==> config.mk <==
export PLATFORM = sky130hd
export DESIGN_NAME = kws_uart_rx_stream_flat
export DESIGN_NICKNAME = d
export VERILOG_FILES = /design/src/rtl/kws_uart_rx_stream_if.sv /design/src/rtl/kws_uart_rx_stream.sv /design/src/flat_wrapper.sv
export SDC_FILE = /design/constraint.sdc
export NUM_CORES = 1
export LEC_CHECK = 0
export ABC_AREA = 0
export CAP_MARGIN = 20
export CORE_ASPECT_RATIO = 1.25
export CORE_UTILIZATION = 47
export DETAILED_ROUTE_END_ITERATION = 6
export GPL_TIMING_DRIVEN = 0
export MAX_ROUTING_LAYER = met4
export PLACE_DENSITY = 0.65
export REMOVE_ABC_BUFFERS = 1
export SETUP_SLACK_MARGIN = 0.3
export SYNTH_ARGS = -nofsm -noshare
export SYNTH_HDL_FRONTEND = slang
export SYNTH_SLANG_ARGS = --single-unit
==> constraint.sdc <==
create_clock -name sys_clock -period 2.75 [get_ports sys_clock]
set_input_delay 0.275 -clock sys_clock [delete_from_list [all_inputs] [get_ports sys_clock]]
set_output_delay 0.275 -clock sys_clock [all_outputs]
set_load 0.1 [all_outputs]
==> src/rtl/kws_uart_rx_stream_if.sv <==
// ============================================================================
// kws_uart_rx_stream_if : AXI4-Stream byte channel (tdata/tvalid/tready)
// Revision: 1.0
// ============================================================================
`default_nettype none

interface kws_uart_rx_stream_if;
  logic [7:0] tdata;
  logic       tvalid;
  logic       tready;

  modport master (output tdata, output tvalid, input tready);
  modport slave  (input tdata, input tvalid, output tready);
endinterface

`default_nettype wire

==> src/rtl/kws_uart_rx_stream.sv <==
// ============================================================================
// kws_uart_rx_stream : UART 8N1 receiver + FWFT byte FIFO -> AXI4-Stream.
// Optional macro UART_RX_PARITY_EN selects 8E1 frames with parity checking.
// Revision: 1.0
// ============================================================================
`default_nettype none

module kws_uart_rx_stream #(
  parameter int CLK_FREQ_HZ = 100_000_000,
  parameter int BAUD        = 115_200,
  parameter int OVERSAMPLE  = 16,
  parameter int FIFO_DEPTH  = 16
) (
  input  wire logic                          sys_clock,
  input  wire logic                          reset,
  input  wire logic                          usb_uart_rxd,
  kws_uart_rx_stream_if.master               m_axis,
  output logic                               frame_err,
  output logic                               overrun,
  output logic                               parity_err,
  output logic [$clog2(FIFO_DEPTH):0]        fifo_level
);

  localparam int C_DIV   = (CLK_FREQ_HZ + (BAUD * OVERSAMPLE) / 2) / (BAUD * OVERSAMPLE);
  localparam int C_DIV_W = $clog2(C_DIV);
  localparam int C_OS_W  = $clog2(OVERSAMPLE);
  localparam int C_PTR_W = $clog2(FIFO_DEPTH);
  localparam int C_LVL_W = C_PTR_W + 1;

  typedef enum logic [2:0] {
    ST_IDLE    = 3'd0,
    ST_START   = 3'd1,
    ST_DATA    = 3'd2,
    ST_PARITY  = 3'd3,
    ST_STOP    = 3'd4,
    ST_WAIT_HI = 3'd5
  } state_t;

  state_t               r_state;
  state_t               w_state_nxt;
  logic                 r_rx_meta;
  logic                 r_rx_s;
  logic [C_DIV_W-1:0]   r_div_cnt;
  logic [C_OS_W-1:0]    r_tick_cnt;
  logic [2:0]           r_bit_idx;
  logic [7:0]           r_shift;
  logic                 r_push;
  logic                 r_frame_err;
  logic                 w_tick;
  logic                 w_half;
  logic                 w_full;
  logic                 w_cnt_wrap;
  logic                 w_start_entry;
  logic                 w_push;
  logic                 w_frame_err;
  logic                 w_par_bad;

  assign w_tick     = (r_div_cnt == C_DIV_W'(C_DIV - 1));
  assign w_half     = w_tick && (r_tick_cnt == C_OS_W'(OVERSAMPLE / 2 - 1));
  assign w_full     = w_tick && (r_tick_cnt == C_OS_W'(OVERSAMPLE - 1));
  // START only waits half a bit; every other state counts whole bits.
  assign w_cnt_wrap = (r_state == ST_START) ? w_half : w_full;

`ifdef UART_RX_PARITY_EN
  logic r_par_bad;
  logic r_parity_err;
  logic w_parity_err;

  always_ff @(posedge sys_clock or negedge reset) begin
    if (!reset) begin
      r_par_bad    <= 1'b0;
      r_parity_err <= 1'b0;
    end else begin
      r_parity_err <= w_parity_err;
      if (w_start_entry)
        r_par_bad <= 1'b0;
      else if (w_parity_err)
        r_par_bad <= 1'b1;
    end
  end

  assign w_par_bad  = r_par_bad;
  assign parity_err = r_parity_err;
`else
  assign w_par_bad  = 1'b0;
  assign parity_err = 1'b0;
`endif

  always_comb begin
    w_state_nxt   = r_state;
    w_start_entry = 1'b0;
    w_push        = 1'b0;
    w_frame_err   = 1'b0;
`ifdef UART_RX_PARITY_EN
    w_parity_err  = 1'b0;
`endif
    case (r_state)
      ST_IDLE: begin
        if (!r_rx_s) begin
          w_state_nxt   = ST_START;
          w_start_entry = 1'b1;
        end
      end
      ST_START: begin
        if (w_half)
          w_state_nxt = r_rx_s ? ST_IDLE : ST_DATA;
      end
      ST_DATA: begin
        if (w_full && (r_bit_idx == 3'd7)) begin
`ifdef UART_RX_PARITY_EN
          w_state_nxt = ST_PARITY;
`else
          w_state_nxt = ST_STOP;
`endif
        end
      end
`ifdef UART_RX_PARITY_EN
      ST_PARITY: begin
        if (w_full) begin
          w_parity_err = (^r_shift) ^ r_rx_s;
          w_state_nxt  = ST_STOP;
        end
      end
`endif
      ST_STOP: begin
        if (w_full) begin
          if (r_rx_s) begin
            w_push      = !w_par_bad;
            w_state_nxt = ST_IDLE;
          end else begin
            // a parity failure already reported this frame
            w_frame_err = !w_par_bad;
            w_state_nxt = ST_WAIT_HI;
          end
        end
      end
      ST_WAIT_HI: begin
        if (r_rx_s)
          w_state_nxt = ST_IDLE;
      end
      default: w_state_nxt = ST_IDLE;
    endcase
  end

  always_ff @(posedge sys_clock or negedge reset) begin
    if (!reset) begin
      r_rx_meta   <= 1'b1;
      r_rx_s      <= 1'b1;
      r_state     <= ST_IDLE;
      r_div_cnt   <= '0;
      r_tick_cnt  <= '0;
      r_bit_idx   <= '0;
      r_shift     <= '0;
      r_push      <= 1'b0;
      r_frame_err <= 1'b0;
    end else begin
      r_rx_meta   <= usb_uart_rxd;
      r_rx_s      <= r_rx_meta;
      r_state     <= w_state_nxt;
      r_push      <= w_push;
      r_frame_err <= w_frame_err;
      if (w_start_entry) begin
        r_div_cnt  <= '0;
        r_tick_cnt <= '0;
        r_bit_idx  <= '0;
      end else begin
        r_div_cnt <= w_tick ? '0 : r_div_cnt + C_DIV_W'(1);
        if (w_tick)
          r_tick_cnt <= w_cnt_wrap ? '0 : r_tick_cnt + C_OS_W'(1);
      end
      if ((r_state == ST_DATA) && w_full) begin
        r_shift[r_bit_idx] <= r_rx_s;
        r_bit_idx          <= r_bit_idx + 3'd1;
      end
    end
  end

  logic [7:0]         r_mem [FIFO_DEPTH];
  logic [C_PTR_W-1:0] r_wr_ptr;
  logic [C_PTR_W-1:0] r_rd_ptr;
  logic [C_LVL_W-1:0] r_level;
  logic [7:0]         r_tdata;
  logic               r_tvalid;
  logic               r_overrun;
  logic               w_pop;
  logic               w_is_full;
  logic               w_wr;
  logic [C_LVL_W-1:0] w_remain;

  assign w_pop     = r_tvalid && m_axis.tready;
  assign w_is_full = (r_level == C_LVL_W'(FIFO_DEPTH));
  assign w_wr      = r_push && (!w_is_full || w_pop);
  // entries present before this edge's push; a fresh push becomes visible a cycle later
  assign w_remain  = r_level - C_LVL_W'(w_pop);

  always_ff @(posedge sys_clock) begin
    if (w_wr)
      r_mem[r_wr_ptr] <= r_shift;
  end

  always_ff @(posedge sys_clock or negedge reset) begin
    if (!reset) begin
      r_wr_ptr  <= '0;
      r_rd_ptr  <= '0;
      r_level   <= '0;
      r_tdata   <= '0;
      r_tvalid  <= 1'b0;
      r_overrun <= 1'b0;
    end else begin
      r_overrun <= r_push && w_is_full && !w_pop;
      r_level   <= r_level + C_LVL_W'(w_wr) - C_LVL_W'(w_pop);
      r_tvalid  <= (w_remain != '0);
      if (w_wr)
        r_wr_ptr <= r_wr_ptr + C_PTR_W'(1);
      if (w_pop)
        r_rd_ptr <= r_rd_ptr + C_PTR_W'(1);
      if (w_remain != '0)
        r_tdata <= r_mem[r_rd_ptr + C_PTR_W'(w_pop)];
    end
  end

  assign m_axis.tdata  = r_tdata;
  assign m_axis.tvalid = r_tvalid;
  assign frame_err     = r_frame_err;
  assign overrun       = r_overrun;
  assign fifo_level    = r_level;

endmodule

`default_nettype wire

==> src/flat_wrapper.sv <==
// flat-port wrapper written by rule: the top's interface ports become plain ports
module kws_uart_rx_stream_flat 
#(
  parameter int CLK_FREQ_HZ = 100_000_000,
  parameter int BAUD        = 115_200,
  parameter int OVERSAMPLE  = 16,
  parameter int FIFO_DEPTH  = 16
)
  (sys_clock, reset, usb_uart_rxd, frame_err, overrun, parity_err, fifo_level, m_axis_tdata, m_axis_tvalid, m_axis_tready);
  kws_uart_rx_stream_if m_axis_i ();
  input  wire logic sys_clock;
  input  wire logic reset;
  input  wire logic usb_uart_rxd;
  output logic frame_err;
  output logic overrun;
  output logic parity_err;
  output logic [$clog2(FIFO_DEPTH):0] fifo_level;
  output wire logic [$bits(m_axis_i.tdata)-1:0] m_axis_tdata;
  output wire logic [$bits(m_axis_i.tvalid)-1:0] m_axis_tvalid;
  input wire logic [$bits(m_axis_i.tready)-1:0] m_axis_tready;
  assign m_axis_tdata = m_axis_i.tdata;
  assign m_axis_tvalid = m_axis_i.tvalid;
  assign m_axis_i.tready = m_axis_tready;
  kws_uart_rx_stream #(.CLK_FREQ_HZ(CLK_FREQ_HZ), .BAUD(BAUD), .OVERSAMPLE(OVERSAMPLE), .FIFO_DEPTH(FIFO_DEPTH)) u_core (.sys_clock(sys_clock), .reset(reset), .usb_uart_rxd(usb_uart_rxd), .m_axis(m_axis_i), .frame_err(frame_err), .overrun(overrun), .parity_err(parity_err), .fifo_level(fifo_level));
endmodule
# == Word level (Yosys, flattened, before mapping) ==
# Memories as Yosys holds them, arrays and structs flattened. A register that Yosys moved wholly into a read port is not among the register bits.
# Index checks and enable logic that the tools add are counted.
# op_classes
mux,28
eq_ne,14
addsub,9
order_cmp,2
reduce_logical,18
# op_table
operator,n
2-to-1 mux 3 bit,8
case mux 3 bit (5 select lines),1
adder 4 x 1 -> 4 bit (second input constant),3
2-to-1 mux 4 bit,3
2-to-1 mux 6 bit,2
2-to-1 mux 1 bit,11
subtractor 5 x 1 -> 5 bit,2
equality test 3 bit (second input constant),3
logical AND 1 bit,9
bitwise mux 8 bit,1
!= test 2 x 1 -> 1 bit (second input constant),4
adder 6 x 1 -> 6 bit (second input constant),1
equality test 6 bit (second input constant),1
adder 5 x 1 -> 5 bit,1
equality test 5 bit (second input constant),1
AND reduction 5 bit,1
nonzero test 5 bit,1
adder 4 x 1 -> 4 bit,1
equality test 4 x 3 -> 1 bit (second input constant),1
equality test 4 bit (second input constant),1
< comparator 3 x 4 -> 1 bit (second input constant),1
nonzero test 2 bit,2
adder 3 x 1 -> 3 bit (second input constant),1
demux 1 bit (select 3 bit),1
other kinds (8),10
# totals
word_cells,86
input_bits,4
memories,1
regBits,43
ramBits,128
output_inout_bits,17
# mem_list
memory,depth,word_bits,read_ports,rd_ports_with_merged_regs,wr,line_no,source
u_core.r_mem,16,8,1,1,1,kws_uart_rx_stream.sv:178,logic [7:0] r_mem [FIFO_DEPTH];

# == Logic depth before layout (Yosys ltp) ==
# Gate-level depths: netlist (run 1).
# logic_depth
depth_word,6
ltp_mapped,11
ltp_nobuf,11

# == Worst setup path after synthesis (run 1) ==
# Ideal clock, no wire load.
# synth_timing
path_kind,flip-flop to flip-flop
startpoint,"reg u_core.r_tvalid, in the netlist u_core.m_axis.tvalid"
endpoint,"reg u_core.r_tdata[6], in the netlist u_core.m_axis.tdata[6] (read register of u_core.r_mem)"
synth_period_minus_slack_ps,3098
arrival_time_ps,2972
required_ps,2624
stages_incl_launch_ff,11
setup_slack_ps,-348
path_buffers,1
setup_time_ps,126
path_cell_list,dfrtp_1 > nand2_1 > inv_1 > ha_1 > ha_1 > buf_1 > mux4_2 > clkinv_1 > o22ai_1 > a221o_1 > mux2_4
# synth_between
elab_chain_cells,3
elab_cells_between_ends,4
cone_classes,2 x add/sub; 2 x reduce/logical
# synth_rtl
element,line_no,source
"start, declared",kws_uart_rx_stream.sv:183,logic r_tvalid;
"start signal, assigned",kws_uart_rx_stream.sv:212,r_tvalid <= (w_remain != '0);
logical AND 1 bit (*),kws_uart_rx_stream.sv:190,assign w_pop = r_tvalid && m_axis.tready;
named net u_core.w_pop,kws_uart_rx_stream.sv:185,logic w_pop;
subtractor 5 x 1 -> 5 bit,kws_uart_rx_stream.sv:194,assign w_remain = r_level - C_LVL_W'(w_pop);
nonzero test 5 bit,kws_uart_rx_stream.sv:217,if (w_remain != '0)
"end, declared",kws_uart_rx_stream.sv:182,logic [7:0] r_tdata;
# The timed path passes the listed nets; every way through them passes the cells marked *.
# A chain may end at the register's enable or synchronous reset.

# == Worst setup path in the final report (run 1) ==
# layout_timing
startpoint,"reg u_core.r_tvalid, in the netlist u_core.m_axis.tvalid"
endpoint,"reg u_core.r_tdata[5], in the netlist u_core.m_axis.tdata[5] (read register of u_core.r_mem)"
# Same word-level chain as after synthesis.

==> flow_metrics.env, run 1 <==
export IMPL_grt_pass1_wl_um=21600
export IMPL_cts_tree="built"
export IMPL_clockBufferDepth=2
export IMPL_design_area_mm2=0.00891
export IMPL_port_buffers=19
export IMPL_initial_utilization=0.486
export IMPL_ant_nets=0
export IMPL_met2WireLength_um=7520
export IMPL_firstDrtPassIters=4
export IMPL_critPathKind="reg -> reg"
export IMPL_crit_fanout=6
export IMPL_cp_end_kind="register"
export IMPL_synthesis_instances=463
export IMPL_relSlewSlack=0.351
export IMPL_hpwl_um=8830
export IMPL_outcome="finished clean"
export IMPL_synth_warnings=0
export IMPL_insertion_delay_ns=0.42
export IMPL_highest_layer="met4"
export IMPL_synth_top_cell_area_share=0.504
export IMPL_cp_endpoint="u_core.m_axis.tdata[5]"
export IMPL_rsz0062_at_grt="true"
export IMPL_wl_met3_um=332
export IMPL_ir_worst_vdd_mv=0.519
export IMPL_p_per_area_mw_per_mm2=872
export IMPL_r2r_start="u_core.m_axis.tvalid"
export IMPL_drt_iter0_drc=245
export IMPL_fillers=1225
export IMPL_dp_cells=682
export IMPL_avgSynthCellArea_um2=16.5
export IMPL_grt_max_degree=40
export IMPL_worst_path_stages=10
export IMPL_placed_area_mm2=0.00802
export IMPL_numCtsBuffers=17
export IMPL_r2r_end="u_core.m_axis.tdata[5]"
export IMPL_post_route_period_util=0.899
export IMPL_synthTopCellsByArea="edfxtp_1 50%, dfrtp_1 16%, mux4_2 8.9%, ha_1 3.4%, xnor2_1 1.5%"
export IMPL_core_mm2=0.0157
export IMPL_root_buffer="clkbuf_16"
export IMPL_via_count=3922
export IMPL_maxCapViolations=0
export IMPL_met1_length_um=5550
export IMPL_die_area_mm2=0.0168
export IMPL_tightestPinTransition_ns=0.971
export IMPL_slew_violations=0
export IMPL_yosysSeqAreaShare=0.671
export IMPL_worst_ep_required_time_ns=3.06
export IMPL_synth_most_common_cell="edfxtp_1"
export IMPL_cts_sinks=179
export IMPL_pin_count=21
export IMPL_pwr_share_clk=0.293
export IMPL_synth_main_ff_cell="edfxtp_1"
export IMPL_n_antenna_cell=0
export IMPL_ys_async_sr_fraction=0.285
export IMPL_dieHeight_um=144
export IMPL_grt_overflow=0
export IMPL_internal_power_uw=5350
export IMPL_fmax_ghz=0.405
export IMPL_fin_skew_ns=0.0149
export IMPL_synth_edf_count=128
export IMPL_p_leak_uw=0.00355
export IMPL_cp_arrival_ns=2.78
export IMPL_seqPwrFrac=0.394
export IMPL_cp_buffers_inverters=4
export IMPL_post_route_drc_count=0
export IMPL_share_comb_of_total_power=0.313
export IMPL_synth_seq_cells=179
export IMPL_clkTransAtPathRegs_ns=0.07
export IMPL_crit_chain="nand2_2 > inv_4 > ha_4 > buf_6 > buf_16 > mux4_2 > clkinv_1 > o22ai_1 > a221o_1 > mux2_2"
export IMPL_instances_no_fill=731
export IMPL_synth_common_cells="128 x edfxtp_1, 49 x dfrtp_1, 30 x mux4_2, 22 x inv_1, 22 x nand2_1"
export IMPL_antenna_found_initial=0
export IMPL_p_sw_frac=0.312
export IMPL_setup_viol=0
export IMPL_place_congestion=0.782
export IMPL_period_minus_slack_ns=2.47
export IMPL_final_nets=532
export IMPL_crit_start="u_core.m_axis.tvalid"
export IMPL_syn_area_mm2=0.00763
export IMPL_drive_gt1_frac=0.229
export IMPL_die_w_um=116
export IMPL_cp_top_family="multiplexers"
export IMPL_wl_um=13600
export IMPL_rr_worst_depth=10
export IMPL_grt_usage=0.187
export IMPL_final_hold_viol_count=0
export IMPL_yosysUniqueCellTypes=55
export IMPL_syn_to_final_growth_pct=16.8
export IMPL_cpPeakStageDelay_ns=0.49
export IMPL_setup_worst_path_start_class="register"
export IMPL_rows=51
export IMPL_power_switching_uw=2420
export IMPL_hp_class="in -> reg"
export IMPL_wire_per_inst_um=18.7
export IMPL_avgViaCountPerCell=5.37
export IMPL_grt_pass1_vias=4050
export IMPL_yosysTopAreaCell="edfxtp_1"
export IMPL_critPathSlowestCell="mux4_2"
export IMPL_cts_htree_levels=4
export IMPL_r2r_setup_slack_ns=0.28
## worst reg2reg max path, delay by kind of cell (launching register included)
family          cells  cell delay, ns
flops               1            0.39
buf+inv             4            0.40
fa+ha+maj           1            0.33
mux                 2            0.75
simple gates        1            0.11
compound gates      2            0.39
## per-layer routing
layer  vias to the layer above  GRT usage
met5                         -          -
met4                         0     0.0735
met3                        16     0.0415
met2                        59      0.323
met1                      2013      0.210
li1                       1834          -
## area by class of cell
class	instances	area [µm²]	share of cell area
Clock buffer	20	457	0.0512
Clock inverter	12	108	0.0121
Inverter	37	144	0.0161
Tap cell	212	265	0.0298
Multi-Input combinational cell	230	2330	0.262
Timing Repair Buffer	41	480	0.0539
Sequential cell	179	5120	0.575
## worst min path at each step
stage / from / to / slack (ns) / cells after the start
2_1_floorplan: reset / u_core.fifo_level[0] / -0.02 / 0
3_3_place_gp: u_core.r_rx_meta / u_core.r_rx_s / 0.35 / 0
3_5_place_dp: reset / u_core.r_shift[6] / 0.21 / 1
4_1_cts: usb_uart_rxd / u_core.r_rx_meta / 0.24 / 1
5_1_grt: usb_uart_rxd / u_core.r_rx_meta / 0.25 / 1
6_report: usb_uart_rxd / u_core.r_rx_meta / 0.25 / 1
## cell families (layout without fill, tap and decap cells)
| group | count (synthesis) | after routing | synth area share |
|---|---|---|---|
| flip-flops | 179 | 179 | 0.671 |
| buffers and inverters | 55 | 110 | 0.0343 |
| AND/OR/NAND/NOR | 98 | 99 | 0.0703 |
| multiplexers | 50 | 50 | 0.122 |
| other | 1 | 1 | 0.000491 |
| AO/OA/AOI/OAI | 39 | 39 | 0.0425 |
| adder cells (fa/ha/maj) | 22 | 22 | 0.0371 |
| XOR/XNOR | 19 | 19 | 0.0218 |
## registers in the layout (all words and copies together) (netlist names)
name / count
u_core.r_mem: 128
u_core.m_axis.tdata: 8
u_core.r_shift: 8
u_core.r_div_cnt: 6
u_core.fifo_level: 5
u_core.r_rd_ptr: 4
u_core.r_tick_cnt: 4
u_core.r_wr_ptr: 4
u_core.r_bit_idx: 3
u_core.r_state: 3
u_core.frame_err: 1
u_core.m_axis.tvalid: 1
u_core.overrun: 1
u_core.r_push: 1
u_core.r_rx_meta: 1
u_core.r_rx_s: 1
## power by group through the flow
| stage | clock network (µW) | registers (µW) | logic (µW) |
|---|---|---|---|
| finish | 2280 | 3060 | 2430 |
| global placement | 0 | 3100 | 1790 |
| CTS | 2330 | 3060 | 2360 |
| floorplan | 0 | 3390 | 1100 |
| global route | 2430 | 3070 | 2610 |
| detailed placement | 0 | 3110 | 1860 |
## cells in the final DEF, fill, tap and decap left out, types with 5 or more instances in the layout
cell             instances
o22ai_1                  7
nand3_1                  9
xor2_1                   6
clkinv_1                13
clkbuf_16               17
edfxtp_1               128
buf_12                   5
nor3_1                   6
buf_4                    6
a221o_1                  8
nor2_1                  20
nand2_1                 20
mux2_1                   8
ha_1                    19
mux2_2                   6
and3_1                   6
clkinvlp_4               5
clkdlybuf4s50_1         18
dfrtp_1                 49
buf_2                    5
nand4_1                  5
inv_1                   21
xnor2_1                 13
mux4_2                  31
and2_1                  10
## through the flow
stage	power, µW	util	hold slack, ns	worst slack, ns	setup TNS, ns
2_1_floorplan	4490	-	-0.0206	-1.15	-14.99
3_3_place_gp	4890	0.507	0.346	-1.53	-28.74
3_5_place_dp	4960	0.511	0.209	-0.603	-4.62
4_1_cts	7750	0.562	0.235	0.301	0
5_1_grt	8110	0.568	0.247	0.193	0
6_report	7770	0.568	0.251	0.279	0
## timing repair
| item | in CTS | in global routing |
|---|---|---|
| endpoints found under the setup margin | 14 | 27 |
| cloned | 3 | 1 |
| hold buffers | 1 | 0 |
| resized for setup | 11 | 16 |
| pin swaps | 4 | 4 |
| hold endpoints to repair | 10 | 0 |
| buffers inserted | 8 | 4 |
(Power assumes the default switching activity.)
==> run 2, diff against run 1 <==
--- a/config.mk
+++ b/config.mk
@@ -6,13 +6,14 @@
 export NUM_CORES = 1
 export LEC_CHECK = 0
 export ABC_AREA = 0
-export CAP_MARGIN = 20
+export CAP_MARGIN = 40
 export CORE_ASPECT_RATIO = 1.25
 export CORE_UTILIZATION = 47
 export DETAILED_ROUTE_END_ITERATION = 6
 export GPL_TIMING_DRIVEN = 0
 export MAX_ROUTING_LAYER = met4
 export PLACE_DENSITY = 0.65
+export RECOVER_POWER = 25
 export REMOVE_ABC_BUFFERS = 1
 export SETUP_SLACK_MARGIN = 0.3
 export SYNTH_ARGS = -nofsm -noshare
==> flow_metrics.env, run 2 (same netlist as run 1, synthesis figures left out) <==
export IMPL_p_leak_uw=0.00371
export IMPL_worst_ep_required_time_ns=3.05
export IMPL_regMostFlops="u_core.r_mem"
export IMPL_final_nets=549
export IMPL_multi_input_area_mm2=0.00237
export IMPL_rows=51
export IMPL_rr_worst_depth=9
export IMPL_setup_worst_path_start_class="register"
export IMPL_port_buffers=19
export IMPL_share_comb_of_total_power=0.313
export IMPL_crit_start="u_core.m_axis.tvalid"
export IMPL_grt_pass1_vias=4126
export IMPL_drt_iter0_drc=231
export IMPL_wl_um=14000
export IMPL_fin_skew_ns=0.00861
export IMPL_internal_power_uw=5610
export IMPL_ir_worst_vdd_mv=0.475
export IMPL_critPathSlowestCell="mux4_2"
export IMPL_hp_class="reg -> reg"
export IMPL_n_antenna_cell=0
export IMPL_dieHeight_um=144
export IMPL_grt_usage=0.190
export IMPL_final_hold_viol_count=0
export IMPL_cp_end_kind="register"
export IMPL_cts_sinks=179
export IMPL_firstDrtPassIters=4
export IMPL_via_count=4008
export IMPL_rsz0062_at_grt="true"
export IMPL_grt_overflow=0
export IMPL_ant_nets=0
export IMPL_relSlewSlack=0.275
export IMPL_die_area_mm2=0.0168
export IMPL_period_minus_slack_ns=2.52
export IMPL_grt_pass1_wl_um=22200
export IMPL_regArea_mm2=0.00512
export IMPL_tightestPinTransition_ns=1.09
export IMPL_hpwl_um=8970
export IMPL_clkTransAtPathRegs_ns=0.06
export IMPL_grt_max_degree=35
export IMPL_pin_count=21
export IMPL_avgViaCountPerCell=5.36
export IMPL_p_sw_frac=0.304
export IMPL_pwr_share_clk=0.307
export IMPL_seqPwrFrac=0.380
export IMPL_fillers=1200
export IMPL_outcome="finished clean"
export IMPL_antenna_found_initial=0
export IMPL_wire_per_inst_um=18.8
export IMPL_clockBufferDepth=2
export IMPL_r2r_start="u_core.m_axis.tvalid"
export IMPL_cts_tree="built"
export IMPL_syn_to_final_growth_pct=20.5
export IMPL_p_per_area_mw_per_mm2=875
export IMPL_final_cell_mix="128 x edfxtp_1, 49 x dfrtp_1, 32 x mux4_2"
export IMPL_maxCapViolations=0
export IMPL_insertion_delay_ns=0.42
export IMPL_power_switching_uw=2440
export IMPL_crit_fanout=6
export IMPL_cp_endpoint="u_core.m_axis.tdata[6]"
export IMPL_crit_chain="nand2_1 > inv_4 > ha_4 > buf_12 > mux4_2 > inv_2 > o22ai_2 > a221o_1 > mux2_4"
export IMPL_final_common_cell="edfxtp_1"
export IMPL_core_mm2=0.0157
export IMPL_cts_htree_levels=4
export IMPL_place_congestion=0.782
export IMPL_fmax_ghz=0.397
export IMPL_cpPeakStageDelay_ns=0.52
export IMPL_finalPower_uw=8050
export IMPL_initial_utilization=0.486
export IMPL_timing_final_ws_setup_ns=0.230
export IMPL_critPathKind="reg -> reg"
export IMPL_largest_register_ffs=128
export IMPL_root_buffer="clkbuf_16"
export IMPL_setup_viol=0
export IMPL_r2r_end="u_core.m_axis.tdata[6]"
export IMPL_die_w_um=116
export IMPL_setup_tns_ns=0
export IMPL_drive_gt1_frac=0.265
export IMPL_slew_violations=0
export IMPL_post_route_drc_count=0
export IMPL_numCtsBuffers=17
export IMPL_dp_slack_ns=-0.631
export IMPL_post_route_period_util=0.916
export IMPL_r2r_setup_slack_ns=0.23
export IMPL_cp_arrival_ns=2.82
## run 2: layer usage
| layer | part of all wire | track usage |
|---|---|---|
| met2 | 0.54 | 0.322 |
| met3 | 0.032 | 0.0432 |
| met1 | 0.41 | 0.217 |
| met4 | 0.018 | 0.0783 |
| met5 | 0 | - |
## run 2: metrics by stage
step / std cells / hold WS [ns] / util / instance area, µm²
floorplan: 445 / -0.0206 / - / 7510
global placement: 676 / 0.346 / 0.507 / 7960
detailed placement: 698 / 0.263 / 0.526 / 8260
CTS: 738 / 0.234 / 0.575 / 9020
global route: 748 / 0.369 / 0.586 / 9200
finish: 748 / 0.356 / 0.586 / 9200
## run 2: power groups by stage
stage               clock (µW)  combinational, µW  sequential (µW)
floorplan                    0               1100             3390
global placement             0               1790             3100
detailed placement           0               2000             3110
CTS                       2520               2330             3060
global route              2620               2700             3070
finish                    2470               2520             3060
## run 2: what timing repair did
item	in CTS	in global routing
resized for setup	8	33
buffers inserted	5	8
endpoints found under the setup margin	29	29
pin swaps	2	9
endpoints found under the hold margin	15	0
gates cloned	2	2
hold buffers	1	0
## run 2: final cells by class
class	instances	share of cell area
flip-flops and latches	179	0.557
multi-input cells	230	0.258
well taps	212	0.0288
inverters	37	0.0156
clock inverters	7	0.0101
clock buffers	25	0.0563
repair buffers	58	0.0744
## run 2: worst min-delay path by stage
stage                           end             start  cells after the start
2_1_floorplan  u_core.fifo_level[0]             reset                      0
3_3_place_gp          u_core.r_rx_s  u_core.r_rx_meta                      0
3_5_place_dp      u_core.r_shift[5]             reset                      1
4_1_cts            u_core.r_rx_meta      usb_uart_rxd                      1
5_1_grt               u_core.r_rx_s  u_core.r_rx_meta                      0
6_report              u_core.r_rx_s  u_core.r_rx_meta                      0
## run 2: worst max-delay path, delay by kind of cell, from the launching register on
kind / cells / cell delay [ns]
AO/OA/AOI/OAI: 2 / 0.36
adder cells (fa/ha/maj): 1 / 0.39
buffers and inverters: 3 / 0.33
flip-flops: 1 / 0.38
multiplexers: 2 / 0.78
AND/OR/NAND/NOR: 1 / 0.14
==> run 3, diff against run 2 <==
--- a/config.mk
+++ b/config.mk
@@ -15,7 +15,6 @@
 export PLACE_DENSITY = 0.65
 export RECOVER_POWER = 25
 export REMOVE_ABC_BUFFERS = 1
-export SETUP_SLACK_MARGIN = 0.3
 export SYNTH_ARGS = -nofsm -noshare
 export SYNTH_HDL_FRONTEND = slang
 export SYNTH_SLANG_ARGS = --single-unit
==> constraint.sdc (replaced) <==
create_clock -name sys_clock -period 2.75 [get_ports sys_clock]
set_input_delay 0.275 -clock sys_clock [delete_from_list [all_inputs] [get_ports sys_clock]]
set_output_delay 0.275 -clock sys_clock [all_outputs]
set_load 0.01 [all_outputs]
==> flow_metrics.env, run 3 (same netlist as run 1, synthesis figures left out) <==
export IMPL_period_minus_slack_ns=2.62
export IMPL_instances_no_fill=717
export IMPL_core_mm2=0.0157
export IMPL_cp_end_kind="register"
export IMPL_outcome="finished clean"
export IMPL_rr_worst_depth=8
export IMPL_ant_nets=0
export IMPL_relSlewSlack=0.218
export IMPL_post_route_period_util=0.953
export IMPL_post_route_drc_count=0
export IMPL_cts_htree_levels=4
export IMPL_p_per_area_mw_per_mm2=796
export IMPL_dp_cells=682
export IMPL_root_buffer="clkbuf_16"
export IMPL_numCtsBuffers=17
export IMPL_rows=51
export IMPL_fmax_ghz=0.382
export IMPL_clkTransAtPathRegs_ns=0.07
export IMPL_port_buffers=19
export IMPL_worstHoldEndpoint="u_core.r_rx_s"
export IMPL_final_nets=518
export IMPL_ir_worst_vdd_mv=0.469
export IMPL_n_antenna_cell=0
export IMPL_grt_pass1_wl_um=21100
export IMPL_r2r_end="u_core.m_axis.tdata[0]"
export IMPL_fillers=1260
export IMPL_hold_start="u_core.r_rx_meta"
export IMPL_cp_arrival_ns=2.93
export IMPL_drt_iter0_drc=222
export IMPL_slew_violations=0
export IMPL_syn_to_final_growth_pct=13.1
export IMPL_die_area_mm2=0.0168
export IMPL_pin_count=21
export IMPL_wire_per_inst_um=18.1
export IMPL_setup_worst_path_start_class="register"
export IMPL_regMostFlops="u_core.r_mem"
export IMPL_wl_um=13000
export IMPL_r2r_start="u_core.m_axis.tvalid"
export IMPL_insertion_delay_ns=0.43
export IMPL_grt_max_degree=35
export IMPL_hp_class="reg -> reg"
export IMPL_critPathKind="reg -> reg"
export IMPL_hpwl_um=8770
export IMPL_dieHeight_um=144
export IMPL_fin_skew_ns=0.0102
export IMPL_setup_viol=0
export IMPL_drive_gt1_frac=0.186
export IMPL_die_w_um=116
export IMPL_cts_sinks=179
export IMPL_largest_register_ffs=128
export IMPL_final_common_cell="edfxtp_1"
export IMPL_grt_overflow=0
export IMPL_place_congestion=0.782
export IMPL_cts_tree="built"
export IMPL_worst_ep_required_time_ns=3.06
export IMPL_final_core_util=0.550
export IMPL_maxCapViolations=0
export IMPL_via_count=3833
export IMPL_tightestPinTransition_ns=1.17
export IMPL_p_leak_uw=0.00344
export IMPL_grt_usage=0.181
export IMPL_crit_fanout=17
export IMPL_firstDrtPassIters=4
export IMPL_antenna_found_initial=0
export IMPL_final_hold_viol_count=0
export IMPL_clockBufferDepth=2
export IMPL_avgViaCountPerCell=5.35
export IMPL_placed_area_mm2=0.00802
export IMPL_r2r_setup_slack_ns=0.13
export IMPL_final_cell_mix="128 x edfxtp_1, 49 x dfrtp_1, 30 x mux4_2, 22 x inv_1, 22 x nand2_1"
export IMPL_holdPathStages=0
export IMPL_design_area_mm2=0.00863
export IMPL_grt_pass1_vias=3951
export IMPL_rsz0062_at_grt="false"
export IMPL_initial_utilization=0.486
## run 3: metrics by stage
stage               setup TNS, ns  total power [µW]  hold WS, ns  worst slack [ns]
CTS                             0              6930        0.234            0.0253
global route                    0              7190        0.364         0.0000309
finish                          0              6870        0.358             0.129
floorplan                   -4.51              4200      -0.0206            -0.602
global placement           -28.74              4600        0.346             -1.53
detailed placement          -4.74              4670        0.258            -0.626
## run 3: how the worst max path moves through the flow
stage | endpoint | slack (ns) | from | cells after the start
3_5_place_dp | u_core.m_axis.tdata[0] | -0.63 | m_axis_tready | 10
3_3_place_gp | u_core.m_axis.tdata[0] | -1.53 | m_axis_tready | 9
5_1_grt | u_core.m_axis.tdata[0] | 0.00003 | u_core.m_axis.tvalid | 9
4_1_cts | u_core.m_axis.tdata[0] | 0.03 | u_core.m_axis.tvalid | 9
2_1_floorplan | u_core.m_axis.tdata[0] | -0.60 | u_core.m_axis.tvalid | 8
6_report | u_core.m_axis.tdata[0] | 0.13 | u_core.m_axis.tvalid | 8
## run 3: critical path, cell delays in order (launching register included)
cell,delay [ns]
dfrtp_1,0.38
nand2_1,0.13
inv_1,0.15
ha_4,0.21
ha_4,0.44
buf_8,0.23
mux4_2,0.32
a221o_1,0.38
mux2_2,0.27
## run 3: repair_timing
item                                    CTS  global route
pin swaps                                 1             1
endpoints found under the hold margin    15             0
hold buffers                              1             0
gates resized for setup                   2             2
setup buffers                             1             1
endpoints found under the setup margin    8            11
## run 3: metal layers
metal	vias up	global-route usage	wire, µm
li1	1806	-	-
met1	1956	0.209	5400
met2	55	0.307	6960
met3	16	0.0365	383
met4	0	0.0762	216
met5	-	-	0
## run 3: report_power, final
group	total [µW]	switching [µW]	internal [µW]
logic	1600	847	757
clock network	2210	1020	1190
registers	3060	110	2950
total	6870	1980	4890
## run 3: layout make-up
type	count	area, µm²	area share
clock buffers	18	439	0.0509
clock inverters	14	104	0.0120
inverters	37	143	0.0165
multi-input cells	229	2280	0.264
flip-flops and latches	179	5120	0.594
well taps	212	265	0.0307
repair buffers	28	277	0.0321
